File: src/rtl/mem_stage.sv
// Memory-access stage: passes ALU results through, runs load/store transactions on the
// data-memory port and produces a registered writeback bundle with lane select and extension.
module mem_stage #(
    parameter int ADDR_W = 16
) (
    input  logic              clk,
    input  logic              rst,
    input  logic              valid_i,
    input  logic [1:0]        mem_op_i,
    input  logic [2:0]        funct3_i,
    input  logic              rd_we_i,
    input  logic [4:0]        rd_addr_i,
    input  logic [31:0]       rd_data_i,
    input  logic [31:0]       rs2_data_i,
    output logic              stall_o,
    output logic              dmem_req,
    output logic              dmem_we,
    output logic [ADDR_W-1:0] dmem_addr,
    output logic [3:0]        dmem_be,
    output logic [31:0]       dmem_wdata,
    input  logic              dmem_ack,
    input  logic [31:0]       dmem_rdata,
    output logic              wb_valid,
    output logic              wb_we,
    output logic [4:0]        wb_addr,
    output logic [31:0]       wb_data,
    output logic              err_o
);

    typedef enum logic [0:0] {IDLE, ACCESS} state_t;

    state_t      state, state_next;

    logic        is_load, is_store, bad_f3, misaligned, accept_mem, reject_mem;
    logic [3:0]  store_be;
    logic [31:0] store_wdata;
    logic [31:0] load_shifted, load_data;

    logic        lat_store;
    logic        lat_wb_we;
    logic [4:0]  lat_rd_addr;
    logic [2:0]  lat_funct3;
    logic [1:0]  lat_off;

    always_comb begin
        is_load    = (mem_op_i == 2'b01);
        is_store   = (mem_op_i == 2'b10);
        bad_f3     = 1'b0;
        if (is_load)
            bad_f3 = (funct3_i == 3'b011) || (funct3_i == 3'b110) || (funct3_i == 3'b111);
        else if (is_store)
            bad_f3 = (funct3_i > 3'b010);
        misaligned = ((funct3_i[1:0] == 2'b01) && rd_data_i[0]) ||
                     ((funct3_i[1:0] == 2'b10) && (rd_data_i[1:0] != 2'b00));
        accept_mem = valid_i && (is_load || is_store) && !bad_f3 && !misaligned;
        reject_mem = valid_i && (is_load || is_store) && (bad_f3 || misaligned);
    end

    // Store data is replicated across lanes so memory only needs the byte enables.
    always_comb begin
        store_be    = 4'b1111;
        store_wdata = rs2_data_i;
        case (funct3_i[1:0])
            2'b00: begin
                store_be    = 4'b0001 << rd_data_i[1:0];
                store_wdata = {4{rs2_data_i[7:0]}};
            end
            2'b01: begin
                store_be    = 4'b0011 << rd_data_i[1:0];
                store_wdata = {2{rs2_data_i[15:0]}};
            end
            default: ;
        endcase
    end

    // Alignment is already guaranteed, so one shift serves both byte and halfword lanes.
    always_comb begin
        load_shifted = dmem_rdata >> {lat_off, 3'b000};
        case (lat_funct3)
            3'b000:  load_data = {{24{load_shifted[7]}}, load_shifted[7:0]};
            3'b100:  load_data = {24'b0, load_shifted[7:0]};
            3'b001:  load_data = {{16{load_shifted[15]}}, load_shifted[15:0]};
            3'b101:  load_data = {16'b0, load_shifted[15:0]};
            default: load_data = dmem_rdata;
        endcase
    end

    always_comb begin
        state_next = state;
        case (state)
            IDLE:    if (accept_mem) state_next = ACCESS;
            ACCESS:  if (dmem_ack)   state_next = IDLE;
            default: state_next = IDLE;
        endcase
    end

    assign stall_o = (state == ACCESS);

    always_ff @(posedge clk) begin
        if (!rst) state <= IDLE;
        else      state <= state_next;
    end

    always_ff @(posedge clk) begin
        if (!rst) begin
            dmem_req    <= 1'b0;
            dmem_we     <= 1'b0;
            dmem_addr   <= '0;
            dmem_be     <= 4'b0;
            dmem_wdata  <= 32'b0;
            wb_valid    <= 1'b0;
            wb_we       <= 1'b0;
            wb_addr     <= 5'b0;
            wb_data     <= 32'b0;
            err_o       <= 1'b0;
            lat_store   <= 1'b0;
            lat_wb_we   <= 1'b0;
            lat_rd_addr <= 5'b0;
            lat_funct3  <= 3'b0;
            lat_off     <= 2'b0;
        end else begin
            wb_valid <= 1'b0;
            err_o    <= 1'b0;
            case (state)
                IDLE: begin
                    if (accept_mem) begin
                        dmem_req    <= 1'b1;
                        dmem_we     <= is_store;
                        dmem_addr   <= {rd_data_i[ADDR_W-1:2], 2'b00};
                        dmem_be     <= is_store ? store_be : 4'b0000;
                        dmem_wdata  <= is_store ? store_wdata : 32'b0;
                        lat_store   <= is_store;
                        lat_wb_we   <= rd_we_i && (rd_addr_i != 5'd0);
                        lat_rd_addr <= rd_addr_i;
                        lat_funct3  <= funct3_i;
                        lat_off     <= rd_data_i[1:0];
                    end else if (valid_i) begin
                        wb_valid <= 1'b1;
                        wb_addr  <= rd_addr_i;
                        wb_data  <= rd_data_i;
                        wb_we    <= reject_mem ? 1'b0 : (rd_we_i && (rd_addr_i != 5'd0));
                        err_o    <= reject_mem;
                    end
                end
                ACCESS: begin
                    if (dmem_ack) begin
                        dmem_req <= 1'b0;
                        wb_valid <= 1'b1;
                        wb_addr  <= lat_rd_addr;
                        wb_we    <= lat_store ? 1'b0 : lat_wb_we;
                        wb_data  <= lat_store ? 32'b0 : load_data;
                    end
                end
                default: ;
            endcase
        end
    end

endmodule

File: config.mk
export PLATFORM = sky130hd
export DESIGN_NAME = mem_stage
export DESIGN_NICKNAME = d
export VERILOG_FILES = /design/src/rtl/mem_stage.sv
export SDC_FILE = /design/constraint.sdc
export NUM_CORES = 1
export LEC_CHECK = 0
export CAP_MARGIN = 15
export CORE_UTILIZATION = 25
export CTS_BUF_LIST = sky130_fd_sc_hd__clkbuf_2
export CTS_CLUSTER_SIZE = 25
export DETAILED_ROUTE_END_ITERATION = 7
export SYNTH_ARGS = -nofsm -noshare
export SYNTH_HDL_FRONTEND = slang
export SYNTH_SLANG_ARGS = --single-unit
File: constraint.sdc
create_clock -name clk -period 2.87 [get_ports clk]
set_input_delay 0.7175 -clock clk [delete_from_list [all_inputs] [get_ports clk]]
set_output_delay 0.7175 -clock clk [all_outputs]
set_load 0.1 [all_outputs]
# Word-level counts from Yosys, hierarchy flattened
# Cells that the tools add are included.
dict set report word_totals {
  regBits 104
  out_inout_bits 95
  word_cells 90
}
dict set report classes {
  shift 3
  bitwise_logic 3
  n_lt_le_gt_ge 1
  mux 32
  n_reduce_logical 22
  n_eq_ne 14
}
# operator count
set ops {}
lappend ops {{$mux W32} 5}
lappend ops {{$pmux W32 S2} 2}
lappend ops {{$pmux W32 S4} 1}
lappend ops {{$shr A32 B5 Y16} 1}
lappend ops {{$mux W5} 3}
lappend ops {{$mux W1} 14}
lappend ops {{$eq A3 B3 Y1 const B} 4}
lappend ops {{$pmux W5 S2} 1}
lappend ops {{$ne A2 B2 Y1 const B} 4}
lappend ops {{$pmux W1 S2} 4}
lappend ops {{$pmux W4 S2} 1}
lappend ops {{$logic_and A1 B1 Y1} 7}
lappend ops {{$logic_or A1 B1 Y1} 5}
lappend ops {{$reduce_bool A5 Y1} 1}
lappend ops {{$eq A2 B1 Y1 const B} 2}
lappend ops {{$eq A2 B2 Y1 const B} 2}
lappend ops {{$mux W4} 1}
lappend ops {{$reduce_and A2 Y1} 2}
lappend ops {{$reduce_or A4 Y1} 1}
lappend ops {{$shl A1 B2 Y4 const A} 1}
lappend ops {{$shl A2 B2 Y4 const A} 1}
lappend ops {{$eq A3 B1 Y1 const B} 1}
lappend ops {{$eq A3 B2 Y1 const B} 1}
lappend ops {{$gt A3 B2 Y1 const B} 1}
lappend ops {{other kinds (6)} 9}

# Longest topological paths before layout
# Gate-level depths: netlist of the first run.
dict set report logic_depth {
  depth_word 10
  ltp_mapped 8
  depth_no_buf 6
}

# Worst setup path after synthesis of the first run
# No wires, ideal clock.
dict set report synth_timing {
  path_kind {register -> register}
  from {register state, in the netlist stall_o}
  to {register wb_data[31]}
  synth_period_minus_slack_ns 2.380
  setup_slack_ns 0.490
  arrival_ns 2.310
  stages_incl_launch_ff 8
  n_path_buf 3
  path_cell_list {dfxtp_1 > buf_2 > nand2b_1 > clkbuf_1 > nor2_1 > clkbuf_1 > nand3_1 > nand4_1}
}
dict set report synth_via {
  elab_chain_len 3
  elab_cells_between_ends 6
  cone_classes {eq/ne: 3; mux: 1; bitwise: 1; reduce/logical: 1}
}
# item line
set synth_rtl {}
lappend synth_rtl {{from (decl)} 32} ;# state_t state, state_next;
lappend synth_rtl {{from (signal assigned)} 101} ;# else state <= state_next;
lappend synth_rtl {{$not A1 Y1 (no line)} n/a}
lappend synth_rtl {{$ne A2 B2 Y1 (no line)} n/a}
lappend synth_rtl {{$reduce_and A3 Y1 (no line)} n/a}
lappend synth_rtl {{to (signal assigned)} 140} ;# wb_data <= rd_data_i;
lappend synth_rtl {{to (signal assigned)} 151} ;# wb_data <= lat_store ? 32'b0 : load_data;
lappend synth_rtl {{to (decl)} 26} ;# output logic [31:0] wb_data,
# Several ways; a longest one is shown, not always the timed one.
# A chain may end at the register's enable or synchronous reset.

# Worst setup path in the final report of the first run
dict set report layout_timing {
  from {register state, in the netlist stall_o}
  to {output stall_o}
}
# item line
set layout_rtl {}
lappend layout_rtl {{to (decl)} 15} ;# output logic stall_o,
# No word-level cell between the ends.

==> reports/qor.yml, run 1 <==
critical_path:
  cp_slowest_stage_delay_ns: 0.43
  cp_data_arrival_time_ns: 1.54
  slowest_stage: "dfxtp_1"
  worst-path-stages: 2
  cp_data_required_time_ns: 2.15
  rrSetupSlack_ns: 0.72
  cp_cell_sequence: "buf_4 -> buf_12"
  critical_path_class: "flop to output pin"
  crit_family: "buffers and inverters"
  rr_worst_depth: 4
  cp-end-kind: "output pin"
  r2r_end: "wb_data[27]"
  crit_fanout: 12
  crit_buf_inv: 2
  r2r-start: "lat_off[1]"
  startpoint_type: "flop"
die:
  die-area_um2: 23600
  std_cell_rows: 55
  die-height_um: 154
  start_util_pct: 25.4
  die-width_um: 154
  ioPinCount: 206
  core_um2: 22600
grt:
  grt-ovfl-total: 0
  grt_pass1_wl_um: 31700
  grt_max_degree: 50
  grt_pass1_vias: 5506
  grt_util_all_layers_pct: 17.1
  antenna_found_initial: 1
synth:
  yosysTopAreaCellShare_pct: 36.2
  synth_top_area_cell: "dfxtp_1"
  synth_warnings: 0
  syn_area_um2: 5760
  ys_ff_latch: 104
  synth_cells: 679
  syn_avg_cell_area_um2: 8.48
  synth-seq-area-share_pct: 36.2
  synth_cell_types: 51
  synth-async-reset-ratio_pct: 0
  synth_edf_count: 0
  ys_top_cells_by_area: "dfxtp_1 36%, mux2i_1 13%, nand2_1 5.5%"
  synth_ff_type: "dfxtp_1"
sta:
  maxSlewViolCount: 0
  fin_crit_sh_pct: 78.6
  holdWs_ns: 0.436
  setup-tns-final_ns: 0
  skew_ns: 0.0433
  worstMarginPinSlew_ns: 0.948
  min_period_ns: 2.26
  hold_viol: 0
  rsz0062_at_grt: "no"
  finalSetupViolCount: 0
  fmax_ghz: 0.443
  relSlewSlack_pct: 36.6
route:
  initialDrtViolationCount: 306
  routed_wirelength_um: 20400
  wl_per_cell_um: 17.7
  num_vias: 5755
  avgViaCountPerCell: 4.98
  drc: 0
  dr.pass1.iters: 5
  ant_nets: 0
clock_network:
  tritoncts: "built"
  h-tree-depth: 3
  clkSinkCount: 104
  cts_buffers: 9
  cts_resized: 0
  clk_latency_ns: 0.64
  ctsHoldBuffers: 0
  clk_pin_slew_ns: 0.34
  cts_setup_buffers: 0
  cts_root_buf: "clkbuf_2"
  cts_buffer_depth: 2
worst_hold_path:
  hp-start: "rst"
  min_path_cells: 3
  hold_path_end: "lat_funct3[2]"
  min_path_type: "input port to flop"
place:
  place_congestion: 0.819
  dpl.hpwl_um: 15300
  dpl-instance-area_um2: 7940
  port_buffers: 203
status:
  status: "complete, no violations"
final_layout:
  syn2layout_area_growth_pct: 40.3
  utilization_pct: 35.7
  final_nets: 978
  drive_above_1_share_pct: 18.5
  design_area_um2: 8070
pwr:
  power.leakage_nw: 3.24
  ir_worst_vdd_v: 0.000230
  p_per_area_nw_per_um2: 481
flow_run:
  drv_cap: 0
[per-layer routing]
metal  global-route usage [%]  vias to the layer above  wire length (µm)
li1                         -                     2844                 -
met1                     23.3                     2672              9540
met2                     26.9                      219              9310
met3                     3.58                       20              1270
met4                     4.90                        0               302
met5                        0                        -                 0
[tightest hold or removal path, cell delays in order]
cell and delay, ns:
buf_4 0.21, nand2_1 0.10, mux2i_1 0.05
[synthesized netlist by cell type, types with 10 or more instances]
cell type	number
dfxtp_1	104
nand2_1	85
mux2i_1	77
nor2_1	47
clkbuf_1	42
a31oi_1	34
nand3_1	33
o2bb2ai_1	27
o21ai_0	19
and3_1	17
nand4_1	17
o211ai_1	16
inv_1	14
buf_2	13
o21a_1	13
nor2b_1	12
nand3b_1	11
a21oi_1	10
nand2b_1	10
[kinds of logic after synthesis]
logic type	share of synthesized area [%]
flip-flops	36.2
multiplexers	14.4
other	0.0652
AO/OA/AOI/OAI	21.6
AND/OR/NAND/NOR	20.3
buffers and inverters	6.96
XOR/XNOR	0.152
adder cells (fa/ha/maj)	0.435
[layout by cell type, fill, tap and decap left out, drive strengths merged, types with 2 or more instances in the layout]
master	count
mux2	3
o22ai	7
nand3	33
o21ai	19
and3	18
conb	2
nand2b	10
clkdlybuf4s50	109
dfxtp	104
ha	2
inv	18
nor2	47
o31ai	9
a22oi	9
a221oi	7
nand2	85
nand4	18
a31oi	35
a21oi	10
buf	132
o2bb2ai	27
o211a	6
o211ai	16
a21boi	2
mux2i	77
clkbuf	10
o21a	13
nor2b	12
a21o	3
nand3b	11
[worst max-delay path by stage]
stage                     slack [ns]         from          end
after floorplan                 0.49      stall_o  wb_data[31]
after global placement          0.02  mem_op_i[0]   wb_data[7]
after detailed placement       -0.02  mem_op_i[0]   wb_data[7]
after CTS                       0.56      stall_o      stall_o
after global routing            0.52      stall_o      stall_o
final                           0.61      stall_o      stall_o
[cell type report]
class	count	area, µm²
diodes	1	2.50
clock buffers	10	50.0
clock inverters	6	83.8
fillers	2356	14600
inverters	14	52.6
multi-input cells	495	3280
flip-flops and latches	104	2080
well taps	285	357
repair buffers	241	2170
[through the flow]
step                      instances  total power, mW  setup slack (ns)
after floorplan                 680             2.61             0.490
after global placement         1139             3.09            0.0225
after detailed placement       1139             3.09           -0.0173
after CTS                      1155             3.92             0.556
after global routing           1156             4.05             0.521
final                          1156             3.88             0.614
[sequential cells by signal (all words and copies together) (netlist names)]
register / cells
dmem_addr: 14
dmem_req: 1
dmem_be: 4
lat_off: 2
wb_addr: 5
wb_valid: 1
stall_o: 1
wb_data: 32
lat_funct3: 3
err_o: 1
dmem_wdata: 32
lat_rd_addr: 5
lat_wb_we: 1
wb_we: 1
lat_store: 1
[power breakdown]
group / internal, mW / switching [mW]
combinational: 0.461 / 1.00
sequential: 1.54 / 0.0664
clock: 0.231 / 0.583
total: 2.23 / 1.65
Power figures use the tool's default switching activity.
==> run 2, diff against run 1 <==
==> constraint.sdc (replaced) <==
create_clock -name clk -period 2 [get_ports clk]
set_input_delay 0.5 -clock clk [delete_from_list [all_inputs] [get_ports clk]]
set_output_delay 0.5 -clock clk [all_outputs]
set_load 0.1 [all_outputs]
==> reports/qor.yml, run 2 (synthesis gave the netlist of run 1 again) <==
status:
  status: "complete, no violations"
sta:
  maxSlewViolCount: 0  # unchanged
  hold_viol: 0  # unchanged
  setup-tns-final_ns: 0  # unchanged
  fin_crit_sh_pct: 99.8
  skew_ns: 0.0217  # -0.0215 ns
  rsz0062_at_grt: "no"
  fmax_ghz: 0.501
  relSlewSlack_pct: 62.1  # +26 points
  worstMarginPinSlew_ns: 0.567  # -0.381 ns
  min_period_ns: 2.00
  finalSetupViolCount: 0  # unchanged
die:
  ioPinCount: 206  # unchanged
  core_um2: 22600  # unchanged
  std_cell_rows: 55  # unchanged
  start_util_pct: 25.4  # unchanged
  die-width_um: 154  # unchanged
  die-area_um2: 23600  # unchanged
  die-height_um: 154  # unchanged
grt:
  grt_util_all_layers_pct: 17.9  # +0.83 points
  grt_max_degree: 44  # -12%
  grt-ovfl-total: 0  # unchanged
  grt_pass1_wl_um: 33100  # +4.2%
  antenna_found_initial: 1  # unchanged
  grt_pass1_vias: 5842  # +6.1%
route:
  routed_wirelength_um: 21200  # +4.0%
  drc: 0  # unchanged
  dr.pass1.iters: 4  # -1
  wl_per_cell_um: 17.7  # +0.40%
  ant_nets: 0  # unchanged
  num_vias: 5983  # +4.0%
  initialDrtViolationCount: 352  # +15%
  avgViaCountPerCell: 5.00  # +0.40%
pwr:
  power.leakage_nw: 3.65  # +12%
  ir_worst_vdd_v: 0.000319  # +38%
  p_per_area_nw_per_um2: 631  # +31%
clock_network:
  h-tree-depth: 3  # unchanged
  tritoncts: "built"
  clk_latency_ns: 0.64  # about the same
  cts_buffer_depth: 2  # unchanged
  cts_buffers: 9  # unchanged
  cts_setup_buffers: 0  # unchanged
  clkSinkCount: 104  # unchanged
  clk_pin_slew_ns: 0.31  # -0.03 ns
  ctsHoldBuffers: 0  # unchanged
  cts_root_buf: "clkbuf_2"
final_layout:
  final_nets: 1019  # +4.2%
  design_area_um2: 9250  # +15%
  biggestRegsByFlops: "dmem_wdata: 32 flops, wb_data: 32 flops, dmem_addr: 14 flops"
  final_common_cell: "clkdlybuf4s50_1"
  drive_above_1_share_pct: 22.9  # +4.4 points
  most-common-layout-cells: "109 x clkdlybuf4s50_1, 102 x dfxtp_1, 97 x buf_4"
  syn2layout_area_growth_pct: 60.7
  fillers: 2234  # -5.2%
critical_path:
  startpoint_type: "input port"
  critical_path_class: "input port to flop"
  cp_data_required_time_ns: 2.59  # +0.44 ns
  cp-end-kind: "flop"
  cp_data_arrival_time_ns: 2.59  # +1.05 ns
  crit_fanout: 17  # +5
place:
  dpl-instance-area_um2: 9140  # +15%
  port_buffers: 203  # unchanged
  place_congestion: 0.823  # +0.45%
  dpl.hpwl_um: 16100  # +5.0%
worst_hold_path:
  min_path_type: "input port to flop"
flow_run:
  drv_cap: 0  # unchanged
==> run 2: metal layers <==
layer	up-vias	track usage, %	routed length [µm]
met4	0	5.24	371
met5	-	0	0
met2	211	28.4	9550
li1	2927	-	-
met3	25	4.06	1420
met1	2820	24.0	9890
==> run 2: critical path, cell delays in order <==
cell and delay [ns]:
clkdlybuf4s50_1 0.45, buf_4 0.16, inv_12 0.03, ha_4 0.15, or3b_4 0.42, a21boi_4 0.20, and3_4 0.26, buf_12 0.18
mux2i_1 0.21
==> run 2: final timing paths <==
path	startpoint	end	slack, ns	depth (start not counted)
hold reg to reg	lat_rd_addr[1]	lat_rd_addr[1]	0.47	2
setup / recovery	mem_op_i[1]	dmem_addr[4]	0.004	9
setup reg to reg	lat_off[1]	wb_data[7]	0.13	5
hold / removal	rst	wb_data[7]	0.23	2
==> run 2: report_power, final <==
part	switching [mW]	internal, mW	total, mW	leakage [nW]
registers	0.147	2.21	2.35	0.849
logic	1.46	0.978	2.44	2.73
clock network	0.835	0.206	1.04	0.0706
==> run 2: area by class of cell <==
class,count,area [µm²],area share (%)
clock inverter,5,48.8,0.528
timing repair buffer,282,3330,36.0
antenna,1,2.50,0.0271
sequential,104,2090,22.6
multi-input combinational,495,3300,35.7
tap,285,357,3.85
inverter,14,65.1,0.703
clock buffer,11,55.1,0.595
==> run 2: repair_timing <==
item                                   4_1_cts  5_1_grt
setup endpoints to repair                    0       10
gates resized for setup                      0        2
endpoints found under the hold margin        0        0
==> run 2: metrics by stage <==
stage | instances | util (%) | setup WS (ns) | hold WS (ns) | total power [mW]
floorplan | 680 | - | -0.0192 | 0.434 | 3.75
global placement | 1180 | 40.4 | -0.655 | 0.442 | 4.82
detailed placement | 1180 | 40.4 | -0.686 | 0.447 | 4.82
CTS | 1196 | 40.8 | 0.0378 | 0.159 | 5.88
global route | 1197 | 40.9 | 0.00883 | 0.156 | 6.10
finish | 1197 | 40.9 | 0.00385 | 0.227 | 5.83
